### src/rtl/gb_pkg.sv
// Shared definitions for the gb fetch path and gbprocessor.
package gb_pkg;
  localparam int WIDTH_DEFAULT = 8;
  typedef logic [7:0] gb_byte_t;
endpackage

### src/rtl/gb_fetch_fifo.sv
// Small circular buffer for opcode bytes: storage, pointers, explicit count,
// push/pop/flush and full/empty flags. Callers gate push/pop appropriately.
module gb_fetch_fifo
  import gb_pkg::*;
#(
  parameter int DEPTH = 4,
  parameter int WIDTH = WIDTH_DEFAULT
) (
  input  logic                       clock,
  input  logic                       reset,
  input  logic                       push,
  input  logic [WIDTH-1:0]           wdata,
  input  logic                       pop,
  input  logic                       flush,
  output logic [WIDTH-1:0]           head,
  output logic [$clog2(DEPTH+1)-1:0] count,
  output logic                       full,
  output logic                       empty
);
  localparam int PW = $clog2(DEPTH);
  localparam int CW = $clog2(DEPTH+1);

  logic [WIDTH-1:0] mem [DEPTH];
  logic [PW-1:0]    wptr, rptr;
  logic             do_push, do_pop;

  // a flush cancels anything else happening in the same cycle
  assign do_push = push && !flush;
  assign do_pop  = pop && !flush;

  assign full  = (count == CW'(DEPTH));
  assign empty = (count == '0);
  assign head  = mem[rptr];

  // storage needs no reset: entries are only read once counted as valid
  always_ff @(posedge clock) begin
    if (do_push) mem[wptr] <= wdata;
  end

  // pointers wrap naturally (power-of-two depth); count tracked explicitly
  always_ff @(posedge clock or negedge reset) begin
    if (!reset) begin
      wptr  <= '0;
      rptr  <= '0;
      count <= '0;
    end else if (flush) begin
      wptr  <= '0;
      rptr  <= '0;
      count <= '0;
    end else begin
      if (do_push) wptr <= wptr + PW'(1);
      if (do_pop)  rptr <= rptr + PW'(1);
      unique case ({do_push, do_pop})
        2'b10:   count <= count + CW'(1);
        2'b01:   count <= count - CW'(1);
        default: count <= count;
      endcase
    end
  end
endmodule

### src/rtl/gb_fetch_queue.sv
// Fetch queue feeding gbprocessor: FIFO plus a registered output stage that
// advances whenever it is empty or the processor is not stalling.
module gb_fetch_queue
  import gb_pkg::*;
#(
  parameter int DEPTH = 4,
  parameter int WIDTH = WIDTH_DEFAULT
) (
  input  logic                       clock,
  input  logic                       reset,
  input  logic [WIDTH-1:0]           in_data,
  input  logic                       in_valid,
  output logic                       in_ready,
  input  logic                       flush,
  input  logic                       stall,
  output logic [WIDTH-1:0]           instruction,
  output logic                       valid,
  output logic [$clog2(DEPTH+1)-1:0] count
);
  logic [WIDTH-1:0] head;
  logic             full, empty;
  logic             push, pop, load;

  // no pass-through when full: a same-cycle pop does not open a slot
  assign in_ready = reset && !full && !flush;
  assign push     = in_valid && in_ready;
  assign load     = !valid || !stall;
  assign pop      = load && !empty && !flush;

  gb_fetch_fifo #(.DEPTH(DEPTH), .WIDTH(WIDTH)) u_fifo (
    .clock (clock),
    .reset (reset),
    .push  (push),
    .wdata (in_data),
    .pop   (pop),
    .flush (flush),
    .head  (head),
    .count (count),
    .full  (full),
    .empty (empty)
  );

  // output stage: load head when free, drop valid when nothing to show
  always_ff @(posedge clock or negedge reset) begin
    if (!reset) begin
      valid       <= 1'b0;
      instruction <= '0;
    end else if (flush) begin
      valid <= 1'b0;
    end else if (load) begin
      if (!empty) begin
        instruction <= head;
        valid       <= 1'b1;
      end else begin
        valid <= 1'b0;
      end
    end
  end
endmodule

### config.mk
export PLATFORM = sky130hd
export DESIGN_NAME = gb_fetch_queue
export DESIGN_NICKNAME = d
export VERILOG_FILES = /design/src/rtl/gb_pkg.sv /design/src/rtl/gb_fetch_fifo.sv /design/src/rtl/gb_fetch_queue.sv
export SDC_FILE = /design/constraint.sdc
export NUM_CORES = 1
export LEC_CHECK = 0
export ABC_AREA = 1
export CAP_MARGIN = 0
export CELL_PAD_IN_SITES_DETAIL_PLACEMENT = 1
export CELL_PAD_IN_SITES_GLOBAL_PLACEMENT = 1
export CORE_MARGIN = 3
export CORE_UTILIZATION = 46
export DETAILED_ROUTE_END_ITERATION = 8
export GPL_TIMING_DRIVEN = 1
export PLACE_DENSITY_LB_ADDON = 0.3
export SYNTH_ARGS = -nofsm -noshare
export SYNTH_HDL_FRONTEND = slang
export SYNTH_SLANG_ARGS = --single-unit
### constraint.sdc
create_clock -name clock -period 3.4 [get_ports clock]
set_input_delay 0.68 -clock clock [delete_from_list [all_inputs] [get_ports clock]]
set_output_delay 0.68 -clock clock [all_outputs]
set_load 0.005 [all_outputs]
==> reports/metrics.yaml, run 1 <==
die-area_um2: 5230
mostFrequentLayoutCells: "nand2_1 (38), edfxtp_1 (32), clkdlybuf4s50_1 (25), nor2_1 (23), o21ai_0 (18)"
globalRouteTotalUtil_pct: 18.4
crit_path_end_kind: "output pin"
io_pins: 26
p_per_area_nw_per_um2: 739
fin_util_pct: 59.1
antenna_cells: 0
post-route-period-util_pct: 79.6
antenna_found_initial: 0
status: "finished, final reports clean"
p_seq_share_pct: 45.4
synth_nets: 197
post-route-drc-count: 0
grt_pass1_vias: 1451
io_buffers: 25
die_x_um: 72.3
routed_via_density: 5.20
r2r_slack_ns: 1.26
ir_worst_vdd_mv: 0.453
cts_tree: "built"
start_util_pct: 49.2
gp_congestion: 0.741
ys.warnings.count: 0
ys_seq_area_share_pct: 67.2
worstSetupPathType: "in -> out"
ctsResizeCount: 0
multi_input_area_um2: 578
insertion_delay_ns: 0.29
tightest_slew_ns: 0.503
final_cells: 262
h-tree-depth: 2
synth_area_leaders: "edfxtp_1 (47%), dfrtp_1 (20%), nand2_1 (7.0%), o21ai_0 (4.4%), nor2_1 (4.3%)"
dr.pass1.iters: 4
fillers: 440
ys_async_sr_fraction_pct: 33.3
drt_iter0_markers: 88
clockBufferDepth: 2
clk_pin_slew_ns: 0.08
synth_edf_count: 32
slew_headroom_pct: 66.4
synth_ff_type: "edfxtp_1"
synth_cell_types: 23
placed_cells: 254
wirelength_um: 4330
row_count: 23
clock_sinks: 48
cts_buffers: 5
synth_top_cell_area_share_pct: 47.5
ys_ff_latch: 48
grt_max_degree: 20
finalCriticalPeriod_ns: 2.71
fp.coreArea_um2: 4120
setup_viol: 0
final_layout_size_suffix_gt1_share_pct: 11.3
hpwl_um: 3200
cts_hold_buf: 0
p_clk_share_pct: 19.0
num_vias: 1363
yosysTopAreaCell: "edfxtp_1"
finalHoldWorstSlack_ns: 0.485
p_sw_mw: 0.638
syn_area_um2: 2020
rsz0062_at_grt: "false"
cts_setup_buffers: 0
switching_share_pct: 35.5
leakage_nw: 0.989
wl_per_cell_um: 16.5
worstPathRequired_ns: 2.72
cp.arrival_ns: 2.03
die_h_um: 72.3
nets: 229
grt-ovfl-total: 0
drtAntennaViolNets: 0
finalSetupTns_ns: 0
cp_max_fo: 5
drv_slew: 0
finClkSkew_ns: 0.00606
combPwrFrac_pct: 35.6
cts_root_buf: "clkbuf_8"
power_mw: 1.80
clock.fmax_mhz: 369
synthCells: 179
ff_latch_area_um2: 1360
grt_pass1_wl_um: 7090
hold_violations: 0
syn_to_final_growth_pct: 20.1
final_common_cell: "nand2_1"
hp-class: "reg -> reg"
critPathLaunchType: "primary input"
cap_viol_max_count: 0
avgSynthCellArea_um2: 11.3
internal-power_mw: 1.16
==> power groups by stage <==
stage | clock network, mW | registers, mW | logic (mW)
finish | 0.342 | 0.815 | 0.640
global route | 0.377 | 0.834 | 0.725
CTS | 0.350 | 0.817 | 0.648
detailed placement | 0 | 0.830 | 0.640
global placement | 0 | 0.819 | 0.595
floorplan | 0 | 0.790 | 0.408
==> worst paths after layout <==
path                                 start              end  cells after the start
max                                  reset         in_ready                      4
min in group asynchronous            reset   u_fifo.wptr[0]                      1
min reg2reg                 instruction[0]   instruction[0]                      2
max reg2reg                u_fifo.count[0]  u_fifo.count[2]                     13
max in group asynchronous            reset   instruction[0]                      2
min                         instruction[0]   instruction[0]                      2
==> synth_stat cells (all sizes together) (4+ instances only) <==
| cell | instances |
|---|---|
| buf | 4 |
| dfrtp | 16 |
| edfxtp | 32 |
| ha | 4 |
| inv | 14 |
| nand2 | 45 |
| nand3 | 6 |
| nor2 | 24 |
| o21ai | 21 |
| o22ai | 8 |
==> per-stage QoR <==
stage               worst slack (ns)  cell area (um^2)
finish                         0.692              2430
global route                   0.554              2430
CTS                            0.675              2430
detailed placement             0.499              2340
global placement               0.654              2340
floorplan                       1.31              2020
==> cell type report <==
type,instances,share of cell area (%)
Sequential cell,48,56.0
Multi-Input combinational cell,112,23.8
Inverter,14,2.16
Clock buffer,8,3.70
Tap cell,50,2.57
Timing Repair Buffer,30,11.8
==> registers in the layout (all words and copies together), names as in the netlist <==
signal,cells
u_fifo.count,3
instruction,8
u_fifo.rptr,2
u_fifo.wptr,2
valid,1
u_fifo.mem,32
==> kinds of logic after synthesis <==
logic type / synth area share [%]
xor gates and xnor gates: 0.433
AOI/OAI and AO/OA: 8.16
adders and majority gates: 3.46
buffers and inverters: 4.20
DFF: 67.2
and+or+nand+nor: 16.5
==> layer usage <==
layer  part of all wire, %  track usage (%)  vias to the layer above
li1                      -                -                      666
met1                    45             21.9                      661
met2                    49             32.1                       27
met3                   3.7             4.43                        9
met4                   2.3             7.10                        0
met5                     0                0                        -
==> worst max-delay path, cell delays in order <==
cell	delay [ns]
clkdlybuf4s50_1	0.61
nand2_1	0.09
nor2_1	0.12
clkdlybuf4s50_1	0.52
No activity file was read; power rests on OpenSTA's default activity.
==> inputs of run 2 (changes only) <==
- CORE_UTILIZATION: 46 -> 39
- clock period: 3.4 -> 2.4 ns (I/O delays scaled with it)
==> reports/metrics.yaml, run 2 (synthesis gave the netlist of run 1 again) <==
die_x_um: 78.0
io_pins: 26
start_util_pct: 41.5
clock_sinks: 48
die-area_um2: 6090
cts_root_buf: "clkbuf_8"
hold_violations: 0
worstSetupPathType: "reg -> out"
top_layer: "met4"
dr.pass1.iters: 4
post-route-period-util_pct: 93.2
leakage_nw: 1.04
die_h_um: 78.0
worstPathRequired_ns: 1.92
critPathLaunchType: "flip-flop"
design_area_um2: 2520
h-tree-depth: 2
cts_tree: "built"
cpPeakStageDelay_ns: 0.53
nets: 234
cts_buffers: 5
grt_pass1_wl_um: 7250
path_cells: "nor2_1, nand2_1, nand2_1, nor2_1, clkdlybuf4s50_1"
final_layout_size_suffix_gt1_share_pct: 14.3
antenna_cells: 0
rsz0062_at_grt: "false"
insertion_delay_ns: 0.30
largest_register: "u_fifo.mem"
drtAntennaViolNets: 0
num_vias: 1385
met3_length_um: 192
power_mw: 2.69
path_buf_inv: 1
io_buffers: 25
setup_viol: 0
slew_headroom_pct: 61.9
ir_worst_vdd_mv: 0.442
fp.coreArea_um2: 4880
post-route-drc-count: 0
wl_per_cell_um: 15.5
hpwl_um: 3280
reg2reg_depth: 13
fillers: 543
globalRouteTotalUtil_pct: 15.8
syn_to_final_growth_pct: 24.7
finClkSkew_ns: 0.00656
r2r-end: "u_fifo.count[2]"
crit_slowest_cell: "clkdlybuf4s50_1"
drt_iter0_markers: 50
gp_congestion: 0.808
routed_via_density: 4.88
hp-class: "in -> async"
crit_family: "buffers and inverters"
final_common_cell: "nand2_1"
placed_cell_area_um2: 2400
wl_met1_um: 1880
multi_input_area_um2: 578
finalCriticalPeriod_ns: 2.24
status: "finished, final reports clean"
ff_latch_area_um2: 1360
r2r_slack_ns: 0.37
p_per_area_nw_per_um2: 1060
clock.fmax_mhz: 447
row_count: 25
r2r-start: "u_fifo.count[0]"
tightest_slew_ns: 0.571
grt_pass1_vias: 1464
crit_path_end_kind: "output pin"
met2_wirelength_um: 2230
mostFrequentLayoutCells: "nand2_1 (38), edfxtp_1 (32), clkdlybuf4s50_1 (24), nor2_1 (23), o21ai_0 (18)"
clockBufferDepth: 2
grt_max_degree: 20
cp_max_fo: 5
grt-ovfl-total: 0
fin_util_pct: 51.7
cap_viol_max_count: 0
top_regs: "u_fifo.mem (32), instruction (8), u_fifo.count (3)"
antenna_found_initial: 0
drv_slew: 0
clk_pin_slew_ns: 0.09
cp.arrival_ns: 1.76
largest_reg_flops: 32
wirelength_um: 4410
[run 2: through the flow]
| stage | setup TNS, ns | hold WS (ns) | setup WS (ns) | cells |
|---|---|---|---|---|
| 2_1_floorplan | 0 | 0.184 | 0.512 | 179 |
| 3_3_place_gp | 0 | 0.463 | 0.0746 | 276 |
| 3_5_place_dp | -0.0981 | 0.475 | -0.0981 | 276 |
| 4_1_cts | 0 | 0.498 | 0.0784 | 284 |
| 5_1_grt | 0 | 0.239 | 0.00573 | 284 |
| 6_report | 0 | 0.215 | 0.164 | 284 |
[run 2: what timing repair did]
action	4_1_cts	5_1_grt
endpoints found under the setup margin	0	1
resized for setup	0	1
setup buffers	0	0
hold buffers	0	0
[run 2: per-layer routing]
metal  track usage (%)  vias to the layer above
met3              4.24                        8
li1                  -                      675
met1              18.4                      666
met4              7.34                        0
met2              27.2                       36
met5                 0                        -
[run 2: power breakdown]
| group | switching [mW] | total (mW) | internal (mW) |
|---|---|---|---|
| combinational | 0.505 | 0.921 | 0.416 |
| clock | 0.266 | 0.606 | 0.341 |
| sequential | 0.148 | 1.16 | 1.01 |
| total | 0.918 | 2.69 | 1.77 |
[run 2: cell type report]
class | instances | area share [%]
multi-input cells | 112 | 22.9
flip-flops and latches | 48 | 53.9
inverters | 14 | 2.08
repair buffers | 35 | 13.0
clock inverters | 2 | 1.54
well taps | 67 | 3.32
clock buffers | 6 | 3.27
[run 2: worst max-delay path by stage]
stage | startpoint | endpoint | slack, ns | cells past startpoint
after floorplan | flush | u_fifo.count[2] | 0.51 | 12
after global placement | flush | u_fifo.count[2] | 0.07 | 13
after detailed placement | flush | u_fifo.count[2] | -0.1 | 13
after CTS | reset | in_ready | 0.08 | 4
after global routing | u_fifo.count[0] | in_ready | 0.006 | 5
final | u_fifo.count[0] | in_ready | 0.16 | 5
==> inputs of run 3 (changes only) <==
- SYNTH_HIERARCHICAL: default -> 1
==> reports/metrics.yaml, run 3 <==
status: "finished, final reports clean"
die_h_um: 78.4
p_clk_share_pct: 23.7
synth_edf_count: 32
drt_iter0_markers: 34
yosysTopAreaCell: "edfxtp_1"
final_cells: 292
top_regs: "u_fifo/mem (32), instruction (8), u_fifo/count (3)"
placed_cell_area_um2: 2430
cp_max_fo: 4
wl_per_cell_um: 15.7
leakage_nw: 1.03
wl_met1_um: 1950
synth_ff_type: "edfxtp_1"
worstSetupPathType: "in -> out"
design_area_um2: 2550
globalRouteTotalUtil_pct: 16.6
gp_congestion: 0.819
top_layer: "met4"
cts_tree: "built"
p_sw_mw: 0.774
start_util_pct: 41.9
drv_slew: 0
die-area_um2: 6140
synth_top_cell_area_share_pct: 47.0
ys.warnings.count: 6
largest_reg_flops: 32
post-route-drc-count: 0
grt-ovfl-total: 0
synth_most_common_cell: "nand2_1"
cap_viol_max_count: 0
row_count: 25
synth_cell_types: 22
io_buffers: 25
io_pins: 26
finClkSkew_ns: 0.0119
met3_length_um: 163
synth_common_cells: "nand2_1 (41), edfxtp_1 (32), nor2_1 (22)"
antenna_cells: 0
syn_area_um2: 2040
synthCells: 185
reg2reg_depth: 14
crit_path_end_kind: "output pin"
p_seq_share_pct: 46.4
largest_register: "u_fifo/mem"
slew_headroom_pct: 57.2
antenna_found_initial: 0
clock_sinks: 48
synth_area_leaders: "edfxtp_1 (47%), dfrtp_1 (20%), nand2_1 (7.5%), nor2_1 (4.0%), o21ai_0 (3.4%)"
synth_nets: 203
p_per_area_nw_per_um2: 945
hpwl_um: 3320
dr.pass1.iters: 4
die_x_um: 78.4
fin_ws_ns: 0.0979
wirelength_um: 4590
fp.coreArea_um2: 4880
final_common_cell: "nand2_1"
worstPathRequired_ns: 1.92
setup_viol: 0
clk_pin_slew_ns: 0.09
grt_max_degree: 19
hold_violations: 0
ir_worst_vdd_mv: 0.450
cts_buffers: 5
switching_share_pct: 32.2
h-tree-depth: 2
clockBufferDepth: 2
hp-class: "reg -> reg"
clock.fmax_mhz: 434
nets: 242
syn_to_final_growth_pct: 24.7
place_ws_ns: -0.0854
met2_wirelength_um: 2410
fillers: 558
num_vias: 1464
insertion_delay_ns: 0.30
placed_cells: 284
drtAntennaViolNets: 0
ys_async_sr_fraction_pct: 33.3
ys_ff_latch: 48
avgSynthCellArea_um2: 11.0
whs_path_depth: 2
final_layout_size_suffix_gt1_share_pct: 14.2
combPwrFrac_pct: 29.8
tightest_slew_ns: 0.642
finalCriticalPeriod_ns: 2.30
cp.arrival_ns: 1.82
cts_root_buf: "clkbuf_8"
grt_pass1_vias: 1638
routed_via_density: 5.01
critPathLaunchType: "primary input"
mostFrequentLayoutCells: "nand2_1 (41), edfxtp_1 (32), clkdlybuf4s50_1 (25), nor2_1 (22), dfrtp_1 (16)"
grt_pass1_wl_um: 7760
rsz0062_at_grt: "false"
internal-power_mw: 1.63
ys_seq_area_share_pct: 66.6
post-route-period-util_pct: 95.9
==> run 3: cell types whose count changed after synthesis, sizes merged <==
cell    previous run  this run
clkbuf             1         0
nand3              6        11
nor3               0         2
buf                4         3
nand3b             1         0
o21ai             21        19
inv               14        15
xnor2              1         0
a31oi              1         0
nor2              24        26
a21oi              0         3
==> run 3: area by class of cell <==
cell class | count | area [um^2] | share of cell area (%)
sequential | 48 | 1360 | 53.4
clock inverter | 1 | 8.76 | 0.344
clock buffer | 7 | 108 | 4.22
multi-input combinational | 119 | 602 | 23.6
tap | 67 | 83.8 | 3.29
timing repair buffer | 35 | 325 | 12.8
inverter | 15 | 58.8 | 2.31
==> run 3: path summary, 6_finish.rpt <==
| check | startpoint | end | slack [ns] |
|---|---|---|---|
| min in group asynchronous | reset | valid | 0.56 |
| worst max-delay path | flush | in_ready | 0.1 |
| worst min register to register | instruction[0] | instruction[0] | 0.49 |
| worst min-delay path | instruction[0] | instruction[0] | 0.49 |
| worst max register to register | u_fifo/count[0] | u_fifo/count[2] | 0.26 |
| max in group asynchronous | reset | instruction[2] | 1.65 |
==> run 3: power groups by stage <==
stage          registers (mW)  clock network, mW  logic, mW
6_report                 1.12              0.571      0.718
5_1_grt                  1.14              0.620      0.805
4_1_cts                  1.12              0.586      0.728
3_5_place_dp             1.13                  0      0.722
3_3_place_gp             1.12                  0      0.679
2_1_floorplan            1.09                  0      0.402
==> run 3: per-stage QoR <==
step                TNS [ns]  utilization, %  hold WS (ns)  power, mW
detailed placement   -0.0854            49.7         0.470       1.86
global route               0            52.2         0.528       2.56
CTS                        0            52.1         0.491       2.43
finish                     0            52.2         0.486       2.41
floorplan                  0               -         0.184       1.49
global placement           0            49.7         0.465       1.80
==> run 3: kinds of logic (layout without fill, tap and decap cells) <==
family                   Yosys count  count (layout)  synth area share (%)
adder cells (fa/ha/maj)            5               5                  3.43
AND/OR/NAND/NOR                   84              84                  17.9
buffers and inverters             18              58                  4.16
AO/OA/AOI/OAI                     30              30                  7.84
flip-flops                        48              48                  66.6
==> run 3: timing repair <==
item | CTS | global route
resized for setup | 0 | 1
setup buffers | 0 | 0
endpoints found under the hold margin | 0 | 0
endpoints found under the setup margin | 0 | 1
hold buffers | 0 | 0
==> run 3: critical path, stage by stage <==
cell	delay [ns]
clkdlybuf4s50_1	0.52
nor2_1	0.17
nand2_1	0.10
inv_1	0.06
clkdlybuf4s50_1	0.49
==> run 3: per-layer routing <==
| layer | track usage, % | vias up |
|---|---|---|
| li1 | - | 702 |
| met1 | 18.6 | 726 |
| met2 | 30.2 | 29 |
| met3 | 4.36 | 7 |
| met4 | 5.94 | 0 |
| met5 | 0 | - |
